## config.mk

```make
export PLATFORM = sky130hd
export DESIGN_NAME = hazard_ctrl
export DESIGN_NICKNAME = d
export VERILOG_FILES = /design/src/rtl/hazard_ctrl.sv
export SDC_FILE = /design/constraint.sdc
export NUM_CORES = 1
export LEC_CHECK = 0
export BUFFER_PORTS_ARGS = -buffer_cell sky130_fd_sc_hd__clkbuf_2
export CORE_AREA = 2 2 57 59
export DETAILED_ROUTE_END_ITERATION = 12
export DIE_AREA = 0 0 59 61
export PLACE_DENSITY_LB_ADDON = 0.12
export SLEW_MARGIN = 5
export SYNTH_ARGS = -nofsm -noshare
export SYNTH_HDL_FRONTEND = slang
export SYNTH_SLANG_ARGS = --single-unit
```

## constraint.sdc

```tcl
create_clock -name clk -period 1.7 [get_ports clk]
set_input_delay 0.255 -clock clk [delete_from_list [all_inputs] [get_ports clk]]
set_output_delay 0.255 -clock clk [all_outputs]
set_load 0.02 [all_outputs]
```

## src/rtl/hazard_ctrl.sv

```systemverilog
// Pipeline hazard controller: GPR read-after-write stalls plus a mult/div busy tracker.
// Optional stall statistics counter enabled by defining HAZARD_CTRL_STAT_EN.
module hazard_ctrl #(
    parameter int unsigned MULT_CYCLES = 5,
    parameter int unsigned DIV_CYCLES  = 10
) (
    input  logic        clk,
    input  logic        reset,
    input  logic [4:0]  A1_D,
    input  logic [4:0]  A2_D,
    input  logic [1:0]  Tuse_rs_D,
    input  logic [1:0]  Tuse_rt_D,
    input  logic [4:0]  A3_E,
    input  logic [4:0]  A3_M,
    input  logic [2:0]  Tnew_E,
    input  logic [2:0]  Tnew_M,
    input  logic        RegWrite_E,
    input  logic        RegWrite_M,
    input  logic        md_start_E,
    input  logic        md_is_div_E,
    input  logic        md_use_D,
    output logic        stall_F,
    output logic        stall_D,
    output logic        flush_E,
    output logic        md_busy,
    output logic [3:0]  md_count,
    output logic [31:0] stall_cnt
);

    // state | meaning
    // IDLE  | no mult/div in flight, md_count = 0
    // BUSY  | mult/div occupying the unit, md_count = cycles remaining
    typedef enum logic {IDLE, BUSY} md_state_t;

    localparam logic [3:0] MULT_LOAD = 4'(MULT_CYCLES);
    localparam logic [3:0] DIV_LOAD  = 4'(DIV_CYCLES);

    md_state_t md_state;
    logic      rs_haz;
    logic      rt_haz;
    logic      md_haz;
    logic      stall;

    // Tuse is zero-extended so Tnew values 4..7 compare at full width
    always_comb begin
        rs_haz = (A1_D != 5'd0) &&
                 ((RegWrite_E && (A1_D == A3_E) && (Tnew_E > {1'b0, Tuse_rs_D})) ||
                  (RegWrite_M && (A1_D == A3_M) && (Tnew_M > {1'b0, Tuse_rs_D})));
        rt_haz = (A2_D != 5'd0) &&
                 ((RegWrite_E && (A2_D == A3_E) && (Tnew_E > {1'b0, Tuse_rt_D})) ||
                  (RegWrite_M && (A2_D == A3_M) && (Tnew_M > {1'b0, Tuse_rt_D})));
        md_haz = md_use_D && (md_busy || md_start_E);
        stall  = !reset && (rs_haz || rt_haz || md_haz);
    end

    assign stall_F = stall;
    assign stall_D = stall;
    assign flush_E = stall;

    always_ff @(posedge clk) begin
        if (reset) begin
            md_state <= IDLE;
            md_count <= 4'd0;
            md_busy  <= 1'b0;
        end else begin
            case (md_state)
                IDLE: begin
                    if (md_start_E) begin
                        md_state <= BUSY;
                        md_count <= md_is_div_E ? DIV_LOAD : MULT_LOAD;
                        md_busy  <= 1'b1;
                    end
                end
                BUSY: begin
                    // a new start while busy is dropped; the count is never reloaded
                    md_count <= md_count - 4'd1;
                    if (md_count == 4'd1) begin
                        md_state <= IDLE;
                        md_busy  <= 1'b0;
                    end
                end
                default: begin
                    md_state <= IDLE;
                    md_count <= 4'd0;
                    md_busy  <= 1'b0;
                end
            endcase
        end
    end

`ifdef HAZARD_CTRL_STAT_EN
    always_ff @(posedge clk) begin
        if (reset) begin
            stall_cnt <= 32'd0;
        end else if (stall && (stall_cnt != 32'hFFFF_FFFF)) begin
            stall_cnt <= stall_cnt + 32'd1;
        end
    end
`else
    assign stall_cnt = 32'd0;
`endif

endmodule

```

After elaboration in Yosys (flattened, before gate mapping)
Cells that the tools add are included.

storage, ports and cells
  flip-flop bits (word level) = 6
  bits of input ports = 37
  output and inout bits = 40
  word-level logic and storage cells = 46

operators by class
  add/subtract/negate cells = 1
  $lt $le $gt $ge = 4
  eq/ne operators = 7
  mux-type cells = 9
  bitwise logic cells = 1
  reductions and logical operators = 21

operators with widths
  operator             count
  $eq 5x5->1           4
  $gt 3x2->1           4
  $logic_and 1x1->1    12
  $reduce_bool 5->1    2
  $mux 4               2
  $pmux 4 s2           1
  $logic_or 1x1->1     5
  $eq 4x1->1 const B   1
  $mux 1               4
  $pmux 1 s2           2
  $sub 4x1->4 const B  1
  $ne 2x1->1 const B   1
  $ne 2x2->1 const B   1
  $reduce_and 2->1     1
  $logic_not 1->1      1
  $not 1->1            1

Logic depth before layout (Yosys ltp)
Gate-level depths: netlist (run 1).

  depth in word-level cells = 8
  depth in mapped cells = 8
  gate-level depth less buffers = 7

Worst setup path after synthesis (run 1)
Ideal clock, no wire load.

  path kind = in2out
  start point = input port Tuse_rs_D[1]
  end point = output port stall_D
  arrival = 1.845 ns
  data required time = 1.445 ns
  slack = -0.400 ns
  stages = 8
  path buffers = 1
  path through = inv_1 ha_1 nor2b_1 o31ai_1 nor4_2 o22ai_1 a31oi_1 buf_4

on the way
  longest elaborated chain between the ends = 7
  elaborated cells on any way between the ends = 9
  classes of those cells = order compare: 2; reduce/logical: 7

RTL lines
  item                                         line    RTL
  from (decl)                                  11      input logic [1:0] Tuse_rs_D,
  $gt 3x2->1, on equally long branches         47, 48
  $logic_and 1x1->1, on equally long branches  47, 48
  $logic_or 1x1->1 (*)                         47      ((RegWrite_E && (A1_D == A3_E) && (Tnew_E > {1'b0, Tuse_rs_D})) ||
  $logic_and 1x1->1 (*)                        46      rs_haz = (A1_D != 5'd0) &&
  $logic_or 1x1->1 (*) (2 in a row)            53      stall = !reset && (rs_haz || rt_haz || md_haz);
  $logic_and 1x1->1 (*)                        53
  to (decl)                                    23      output logic stall_D,

Every way passes the cells marked *; elsewhere a longest branch is shown, timed or not.

Worst setup path after layout (run 1)
  start point = input port Tuse_rs_D[1]
  end point = output port stall_F

on the way
  longest elaborated chain between the ends = 7
  elaborated cells on any way between the ends = 9
  classes of those cells = order compare: 2; reduce/logical: 7

RTL lines
  item                                         line    RTL
  $gt 3x2->1, on equally long branches         47, 48
  $logic_and 1x1->1, on equally long branches  47, 48
  $logic_or 1x1->1 (*)                         47
  $logic_and 1x1->1 (*)                        46
  $logic_or 1x1->1 (*) (2 in a row)            53
  $logic_and 1x1->1 (*)                        53
  to (decl)                                    22      output logic stall_F,

Marked as above.

==> results of run 1 <==
==> placed cells by master (no fill, tap or decap), drive strengths merged, types with 2 or more instances in the layout <==
cell	count
o21bai	2
nand2	4
or4	2
dfxtp	6
buf	13
o22ai	2
clkbuf	38
nand4	3
a21oi	4
nand3b	4
xor2	8
inv	8
ha	10
o21ai	4
xnor2	12
nor3	3
nor2	4
conb	32
nor4	4
o31ai	4
nor2b	4
==> repair_timing <==
action	CTS	global route
endpoints found under the setup margin	3	3
gates resized for setup	4	41
pin swaps	4	9
==> path summary, 6_finish.rpt <==
check                            start                        to
setup / recovery          Tuse_rs_D[1]                   stall_F
hold / removal                   reset  md_count[1]$_SDFFE_PP0P_
setup reg to reg   md_state$_SDFF_PP0_      md_busy$_SDFFE_PP0P_
hold reg to reg   md_busy$_SDFFE_PP0P_      md_busy$_SDFFE_PP0P_
==> state kept, by name (all words and copies together) (netlist names) <==
name / cells
md_busy: 1
md_state: 1
md_count: 4
==> report_power, final <==
group / switching (mW) / leakage [nW] / internal (mW)
clock network: 0.0523 / 0.0138 / 0.0799
registers: 0.0153 / 0.0499 / 0.156
logic: 0.232 / 0.596 / 0.171
==> kinds of logic after synthesis <==
logic type | count (synthesis)
buffers and inverters | 42
and+or+nand+nor | 30
AOI/OAI and AO/OA | 20
xor gates and xnor gates | 20
adders and majority gates | 10
DFF | 6
other | 1
==> cell type report <==
type	instances	area (um^2)
clock buffer	3	22.5
fill	288	1500
sequential	6	120
tap	33	41.3
multi-input combinational	112	902
inverter	8	52.6
timing repair buffer	48	318
==> through the flow <==
step	TNS, ns	hold slack, ns
floorplan	-0.0980	0.327
detailed placement	-0.899	0.525
global placement	-0.903	0.515
global route	-0.842	0.331
CTS	-0.745	0.304
finish	-0.634	0.314
==> per-layer routing <==
metal	global-route usage [%]	wire (um)
met1	14.3	962
met3	2.35	154
met5	0	0
met4	6.82	34
met2	23.7	1290
==> flow_summary.yaml, run 1 <==
synthesis:
  yosys.area.top_type: "buf_4"
  synth_compound_area_share_pct: 12.8
  ys_warn_count: 0
  synth_edf_count: 0
  synth.avg_cell_area_um2: 7.90
  post-synth-top-count-cell: "buf_4"
  synth_mux_area_share_pct: 0
  synthAdderAreaFrac_pct: 12.3
  synth.yosys.seq_area_share_pct: 11.8
  synthCells: 129
  synth_top_area_share_pct: 25.0
  synthSimpleGateAreaFrac_pct: 17.7
  synth-seq-cells: 6
  synthTopCellsByCount: "34 x buf_4, 12 x xnor2_1, 10 x ha_1"
  synth_top_family_by_area: "buffers and inverters"
  synthTopCellsByArea: "buf_4 25%, ha_1 12%, dfxtp_1 12%"
  syn_area_um2: 1020
  ys.flop_type: "dfxtp_1"
  synthArstFlopShare_pct: 0
  synth-xor-area-share_pct: 17.2
  ys_types: 27
floorplanning:
  ioPinCount: 77
  die_h_um: 61
  dieArea_um2: 3600
  num_rows: 20
  core_um2: 2950
  die_x_um: 59
  start_util_pct: 34.5
placement:
  post_dp_cell_area_um2: 1260
  post-dp-hpwl_um: 2100
  gp_congestion: 0.839
  place_ws_ns: -0.301
  portBuffers: 44
  place_inst: 207
cts:
  clk_latency_ns: 0.24
  hold_buffers: 0
  cts.clk_slew.worst_paths_ns: 0.05
  htree_levels: 1
  cts.path.max_buffers: 2
  numCtsBuffers: 3
  clock-root-buffer: "clkbuf_4"
  cts_tree: "done"
  cts_sinks: 6
  post_cts_buffers: 0
run:
  maxCapViolations: 0
sta:
  fin_crit_sh_pct: 113
  rsz0062_at_grt: "true"
  setup_slack_ns: -0.214
  max_freq_mhz: 522
  slew_viol_final: 0
  finalSetupViolCount: 3
  fin_crit_ns: 1.91
  skew_ns: 0.00161
  finalHoldViolCount: 0
layout:
  layout-drive-gt1-share_pct: 42.4
  nets: 226
  fin_cells: 210
  diodes: 0
  finalInstanceArea_um2: 1460
  syn_to_final_growth_pct: 42.8
  final_util_pct: 49.3
detailed_routing:
  first_iter_violations: 25
  num_vias: 963
  wirelength_um: 2450
  remaining_drc_errors: 0
  via_per_inst: 4.59
  drt_first_pass_iters: 4
  wl_per_cell_um: 11.6
  ant_nets: 0
pwr:
  p_total_uw: 707
  power_density_nw_per_um2: 485
  p_leak_nw: 0.660
  ir_drop_v: 0.000127
critical_path:
  cp_top_family: "compound AO/OA/AOI/OAI gates"
  startpoint_type: "input pin"
  required_ns: 1.44
  crit_path_end_kind: "primary output"
  reg2reg_depth: 3
  critPathMaxStageDelay_ns: 0.30
  path_class: "input pin to primary output"
  worst-path-stages: 9
  cp_max_fo: 3
  critPathSlowestCell: "nor4_2"
  arrival_ns: 1.66
  critPathBufInv: 3
  r2r_slack_ns: 0.52
  crit_path_cell_trace: "buf_8 -> inv_6 -> ha_4 -> nor2b_4 -> o31ai_2 -> nor4_2 -> o22ai_2 -> a31oi_4 -> buf_6"
min_path:
  min_path_type: "input pin to flop"
  worstHoldPathCells: 2
global_route:
  grt_antenna_before_repair: 0
  grt_usage_pct: 13.0
  grt-ovfl-total: 0
  grt_pass1_wl_um: 3500
  grt_max_degree: 9
  grt_pass1_vias: 856
run_status:
  violations: "setup timing"
  status: "complete, but fails checks"
(Power assumes the default switching activity.)
==> run 2: changes to the inputs <==
--- a/config.mk
+++ b/config.mk
@@ -5,11 +5,15 @@
 export SDC_FILE = /design/constraint.sdc
 export NUM_CORES = 1
 export LEC_CHECK = 0
+export ABC_CLOCK_PERIOD_IN_PS = 1700
 export BUFFER_PORTS_ARGS = -buffer_cell sky130_fd_sc_hd__clkbuf_2
-export CORE_AREA = 2 2 57 59
+export CELL_PAD_IN_SITES_DETAIL_PLACEMENT = 1
+export CELL_PAD_IN_SITES_GLOBAL_PLACEMENT = 2
+export CORE_AREA = 2 2 79 81
 export DETAILED_ROUTE_END_ITERATION = 12
-export DIE_AREA = 0 0 59 61
+export DIE_AREA = 0 0 81 83
 export PLACE_DENSITY_LB_ADDON = 0.12
+export SKIP_LAST_GASP = 1
 export SLEW_MARGIN = 5
 export SYNTH_ARGS = -nofsm -noshare
 export SYNTH_HDL_FRONTEND = slang
==> flow_summary.yaml, run 2 (synthesis gave the netlist of run 1 again) <==
pwr:
  seqPwrFrac_pct: 22.1
  power_density_nw_per_um2: 528
  combinationalPowerShare_pct: 50.2
  p_int_uw: 468
  p_total_uw: 785
  pwr-share-clk_pct: 27.7
  ir_drop_v: 0.000219
  p_sw_uw: 317
  p_leak_nw: 0.663
  swShare_pct: 40.4
global_route:
  grt_pass1_vias: 1033
  grt_max_degree: 9
  grt_antenna_before_repair: 0
  grt-ovfl-total: 0
  grt_pass1_wl_um: 4890
  grt_usage_pct: 9.00
floorplanning:
  core_um2: 5820
  num_rows: 28
  start_util_pct: 17.5
  die_x_um: 81
  dieArea_um2: 6720
  die_h_um: 83
  ioPinCount: 77
layout:
  layout-drive-gt1-share_pct: 40.8
  syn_to_final_growth_pct: 45.9
  final_common_cell: "clkbuf_2"
  finalInstanceArea_um2: 1490
  reg_top3: "md_count: 4 flops, md_busy: 1 flops, md_state: 1 flops"
  final_cell_mix: "38 x clkbuf_2, 32 x conb_1, 12 x xnor2_1"
  diodes: 0
  largest_register_ffs: 4
  nets: 228
  max_flop_register: "md_count"
detailed_routing:
  first_iter_violations: 15
  wl_per_cell_um: 11.8
  remaining_drc_errors: 0
  via_per_inst: 3.76
  num_vias: 956
  drt_first_pass_iters: 4
  wirelength_um: 3000
  ant_nets: 0
critical_path:
  crit_path_cell_trace: "clkbuf_2 -> inv_12 -> ha_4 -> nand2_2 -> o2111ai_2 -> nor4_2 -> o22ai_2 -> a31oi_4 -> clkbuf_8"
  reg2reg_depth: 3
  critPathSlowestCell: "nor4_2"
  critPathBufInv: 3
  critPathMaxStageDelay_ns: 0.31
  required_ns: 1.44
  crit_path_end_kind: "primary output"
  cp_top_family: "compound AO/OA/AOI/OAI gates"
  startpoint_type: "input pin"
  path_class: "input pin to primary output"
  worst-path-stages: 9
  cp_max_fo: 3
  arrival_ns: 1.70
cts:
  clk_latency_ns: 0.22
  clock-root-buffer: "clkbuf_8"
  cts.path.max_buffers: 2
  cts_tree: "done"
  hold_buffers: 0
  numCtsBuffers: 3
  htree_levels: 1
  cts_sinks: 6
  cts.clk_slew.worst_paths_ns: 0.04
  post_cts_buffers: 0
sta:
  fin_tns_setup_ns: -0.714
  rsz0062_at_grt: "true"
  fin_crit_sh_pct: 115
  skew_ns: 0.00584
  slew_viol_final: 0
  max_freq_mhz: 512
  tightest_slew_ns: 0.530
  finalHoldViolCount: 0
  finalSetupViolCount: 3
  relSlewSlack_pct: 64.1
  fin_crit_ns: 1.95
  setup_slack_ns: -0.251
placement:
  gp_congestion: 0.785
  post-dp-hpwl_um: 2740
  portBuffers: 44
  post_dp_cell_area_um2: 1340
  place_ws_ns: -0.405
run:
  maxCapViolations: 0
run_status:
  violations: "setup timing"
  status: "complete, but fails checks"
min_path:
  worstHoldPathCells: 2
  min_path_type: "input pin to flop"
==> run 2: final timing paths <==
kind                             start                       end  slack (ns)
setup reg to reg   md_state$_SDFF_PP0_      md_busy$_SDFFE_PP0P_        0.35
hold / removal                   reset  md_count[2]$_SDFFE_PP0P_        0.35
hold reg to reg   md_busy$_SDFFE_PP0P_      md_busy$_SDFFE_PP0P_        0.54
setup / recovery             Tnew_M[0]                   flush_E       -0.25
==> run 2: power by group through the flow <==
| stage | registers (mW) | clock network, mW | logic (mW) |
|---|---|---|---|
| after floorplan | 0.186 | 0 | 0.273 |
| after global placement | 0.174 | 0 | 0.358 |
| after detailed placement | 0.176 | 0 | 0.365 |
| after CTS | 0.174 | 0.219 | 0.384 |
| after global routing | 0.176 | 0.229 | 0.434 |
| final | 0.174 | 0.217 | 0.394 |
==> run 2: layer usage <==
metal | global-route usage, % | part of all wire [%] | vias to the layer above
met2 | 15.9 | 50 | 44
met5 | 0 | 0 | -
met1 | 11.0 | 43 | 427
met4 | 1.85 | 0.70 | 0
li1 | - | - | 482
met3 | 1.96 | 7.0 | 3
==> run 2: worst reg2reg max path, stage by stage, from the launching register on <==
cell and delay (ns):
dfxtp_1 0.45, inv_1 0.17, nor4b_1 0.50, nor3_1 0.09
==> run 2: timing repair <==
| item | CTS | global route |
|---|---|---|
| pin swaps | 3 | 7 |
| gates resized for setup | 11 | 16 |
| endpoints found under the setup margin | 3 | 3 |
==> run 2: area by class of cell <==
type,instances,area [um^2]
timing repair buffer,50,305
sequential,6,120
clock buffer,3,41.3
fill,723,4330
inverter,8,50.0
multi-input combinational,112,877
tap,75,93.8
==> run 2: stage by stage <==
step / util, % / std cells / hold WS (ns)
floorplan: - / 160 / 0.327
global placement: 23.0 / 252 / 0.511
detailed placement: 23.0 / 252 / 0.530
CTS: 24.7 / 255 / 0.355
global route: 25.6 / 254 / 0.375
finish: 25.6 / 254 / 0.354
==> run 3: changes to the inputs <==
--- a/config.mk
+++ b/config.mk
@@ -13,6 +13,7 @@
 export DETAILED_ROUTE_END_ITERATION = 12
 export DIE_AREA = 0 0 81 83
 export PLACE_DENSITY_LB_ADDON = 0.12
+export RECOVER_POWER = 50
 export SKIP_LAST_GASP = 1
 export SLEW_MARGIN = 5
 export SYNTH_ARGS = -nofsm -noshare
==> flow_summary.yaml, run 3 (synthesis gave the netlist of run 1 again) <==
critical_path:
  path_class: "input pin to primary output"
  cp_max_fo: 3
  crit_path_cell_trace: "clkbuf_2 -> inv_12 -> ha_4 -> nand2_2 -> o2111ai_2 -> nor4_2 -> o22ai_2 -> a31oi_4 -> clkbuf_8"
  crit_path_end_kind: "primary output"
  startpoint_type: "input pin"
  r2r-end: "md_busy$_SDFFE_PP0P_"
  cp-startpoint: "Tnew_M[0]"
  arrival_ns: 1.70
  r2r-start: "md_state$_SDFF_PP0_"
  reg2reg_depth: 3
  crit_path_end: "flush_E"
  critPathSlowestCell: "nor4_2"
  r2r_slack_ns: 0.36
  required_ns: 1.44
  critPathMaxStageDelay_ns: 0.31
cts:
  hold_buffers: 0
  clock-root-buffer: "clkbuf_8"
  cts.path.max_buffers: 2
  cts_tree: "done"
  cts_sinks: 6
  numCtsBuffers: 3
  htree_levels: 1
  cts.clk_slew.worst_paths_ns: 0.04
  clk_latency_ns: 0.22
pwr:
  p_int_uw: 465
  ir_drop_v: 0.000215
  p_total_uw: 783
  p_sw_uw: 318
  power_density_nw_per_um2: 528
  combinationalPowerShare_pct: 50.0
  seqPwrFrac_pct: 22.2
  swShare_pct: 40.6
  p_leak_nw: 0.650
  pwr-share-clk_pct: 27.8
floorplanning:
  core_um2: 5820
  die_x_um: 81
  num_rows: 28
  start_util_pct: 17.5
  die_h_um: 83
  dieArea_um2: 6720
  ioPinCount: 77
detailed_routing:
  num_vias: 958
  first_iter_violations: 15
  ant_nets: 0
  wl_per_cell_um: 11.9
  via_per_inst: 3.77
  drt_first_pass_iters: 4
  remaining_drc_errors: 0
  wirelength_um: 3010
layout:
  final_cell_mix: "34 x clkbuf_2, 32 x conb_1, 12 x xnor2_1"
  diodes: 0
  layout-drive-gt1-share_pct: 38.5
  largest_register_ffs: 4
  max_flop_register: "md_count"
  syn_to_final_growth_pct: 45.4
  reg_top3: "md_count: 4 flops, md_busy: 1 flops, md_state: 1 flops"
  nets: 228
  final_common_cell: "clkbuf_2"
global_route:
  grt_usage_pct: 9.00
  grt_pass1_vias: 1033
  grt_max_degree: 9
  grt-ovfl-total: 0
  grt_antenna_before_repair: 0
  grt_pass1_wl_um: 4890
sta:
  fin_crit_ns: 1.95
  finalSetupViolCount: 3
  slew_viol_final: 0
  max_freq_mhz: 512
  finalHoldViolCount: 0
  relSlewSlack_pct: 64.2
  tightest_slew_ns: 0.529
  skew_ns: 0.00584
  rsz0062_at_grt: "true"
  setup_slack_ns: -0.251
  fin_crit_sh_pct: 115
min_path:
  min_path_type: "input pin to flop"
run_status:
  violations: "setup timing"
  status: "complete, but fails checks"
placement:
  place_ws_ns: -0.405
  gp_congestion: 0.785
  post-dp-hpwl_um: 2740
  portBuffers: 44
run:
  maxCapViolations: 0
-- run 3: area by class of cell --
| cell class | count | area [um^2] |
|---|---|---|
| clock buffer | 3 | 41.3 |
| fill | 725 | 4330 |
| inverter | 8 | 50.0 |
| multi-input combinational | 112 | 877 |
| sequential | 6 | 120 |
| tap | 75 | 93.8 |
| timing repair buffer | 50 | 300 |
-- run 3: worst min path at each step --
stage | startpoint | cells after the start | end | slack (ns)
final | reset | 2 | md_count[2]$_SDFFE_PP0P_ | 0.35
after global routing | reset | 2 | md_count[0]$_SDFFE_PP0P_ | 0.37
after CTS | reset | 2 | md_count[2]$_SDFFE_PP0P_ | 0.35
after detailed placement | md_busy$_SDFFE_PP0P_ | 2 | md_busy$_SDFFE_PP0P_ | 0.53
after global placement | md_busy$_SDFFE_PP0P_ | 2 | md_busy$_SDFFE_PP0P_ | 0.51
after floorplan | reset | 1 | md_count[0]$_SDFFE_PP0P_ | 0.33
-- run 3: power groups by stage --
stage	logic [mW]	registers, mW	clock network [mW]
global placement	0.358	0.174	0
CTS	0.384	0.174	0.219
detailed placement	0.365	0.176	0
global route	0.432	0.176	0.229
floorplan	0.273	0.186	0
finish	0.392	0.174	0.217
-- run 3: what timing repair did --
item | 4_1_cts | 5_1_grt
pin swaps | 3 | 7
buffers inserted | 0 | 0
endpoints found under the setup margin | 3 | 3
resized for setup | 11 | 16
-- run 3: critical path: cells and delay by family --
kind	cells	cell delay (ns)
AOI/OAI and AO/OA	3	0.45
buffers and inverters	3	0.39
and+or+nand+nor	2	0.38
adders and majority gates	1	0.22
-- run 3: metrics by stage --
step	setup TNS, ns	std cells	hold slack (ns)	util [%]	area [um^2]
2_1_floorplan	-0.0980	160	0.327	-	1230
3_3_place_gp	-1.01	252	0.511	23.0	1340
3_5_place_dp	-1.21	252	0.530	23.0	1340
4_1_cts	-0.880	255	0.355	24.7	1430
5_1_grt	-0.965	254	0.375	25.5	1480
6_report	-0.714	254	0.354	25.5	1480
-- run 3: layer usage --
layer,track usage [%],vias to the layer above,wire (um)
li1,-,482,-
met1,11.0,429,1280
met2,15.9,44,1490
met3,1.96,3,220
met4,1.85,0,21
met5,0,-,0
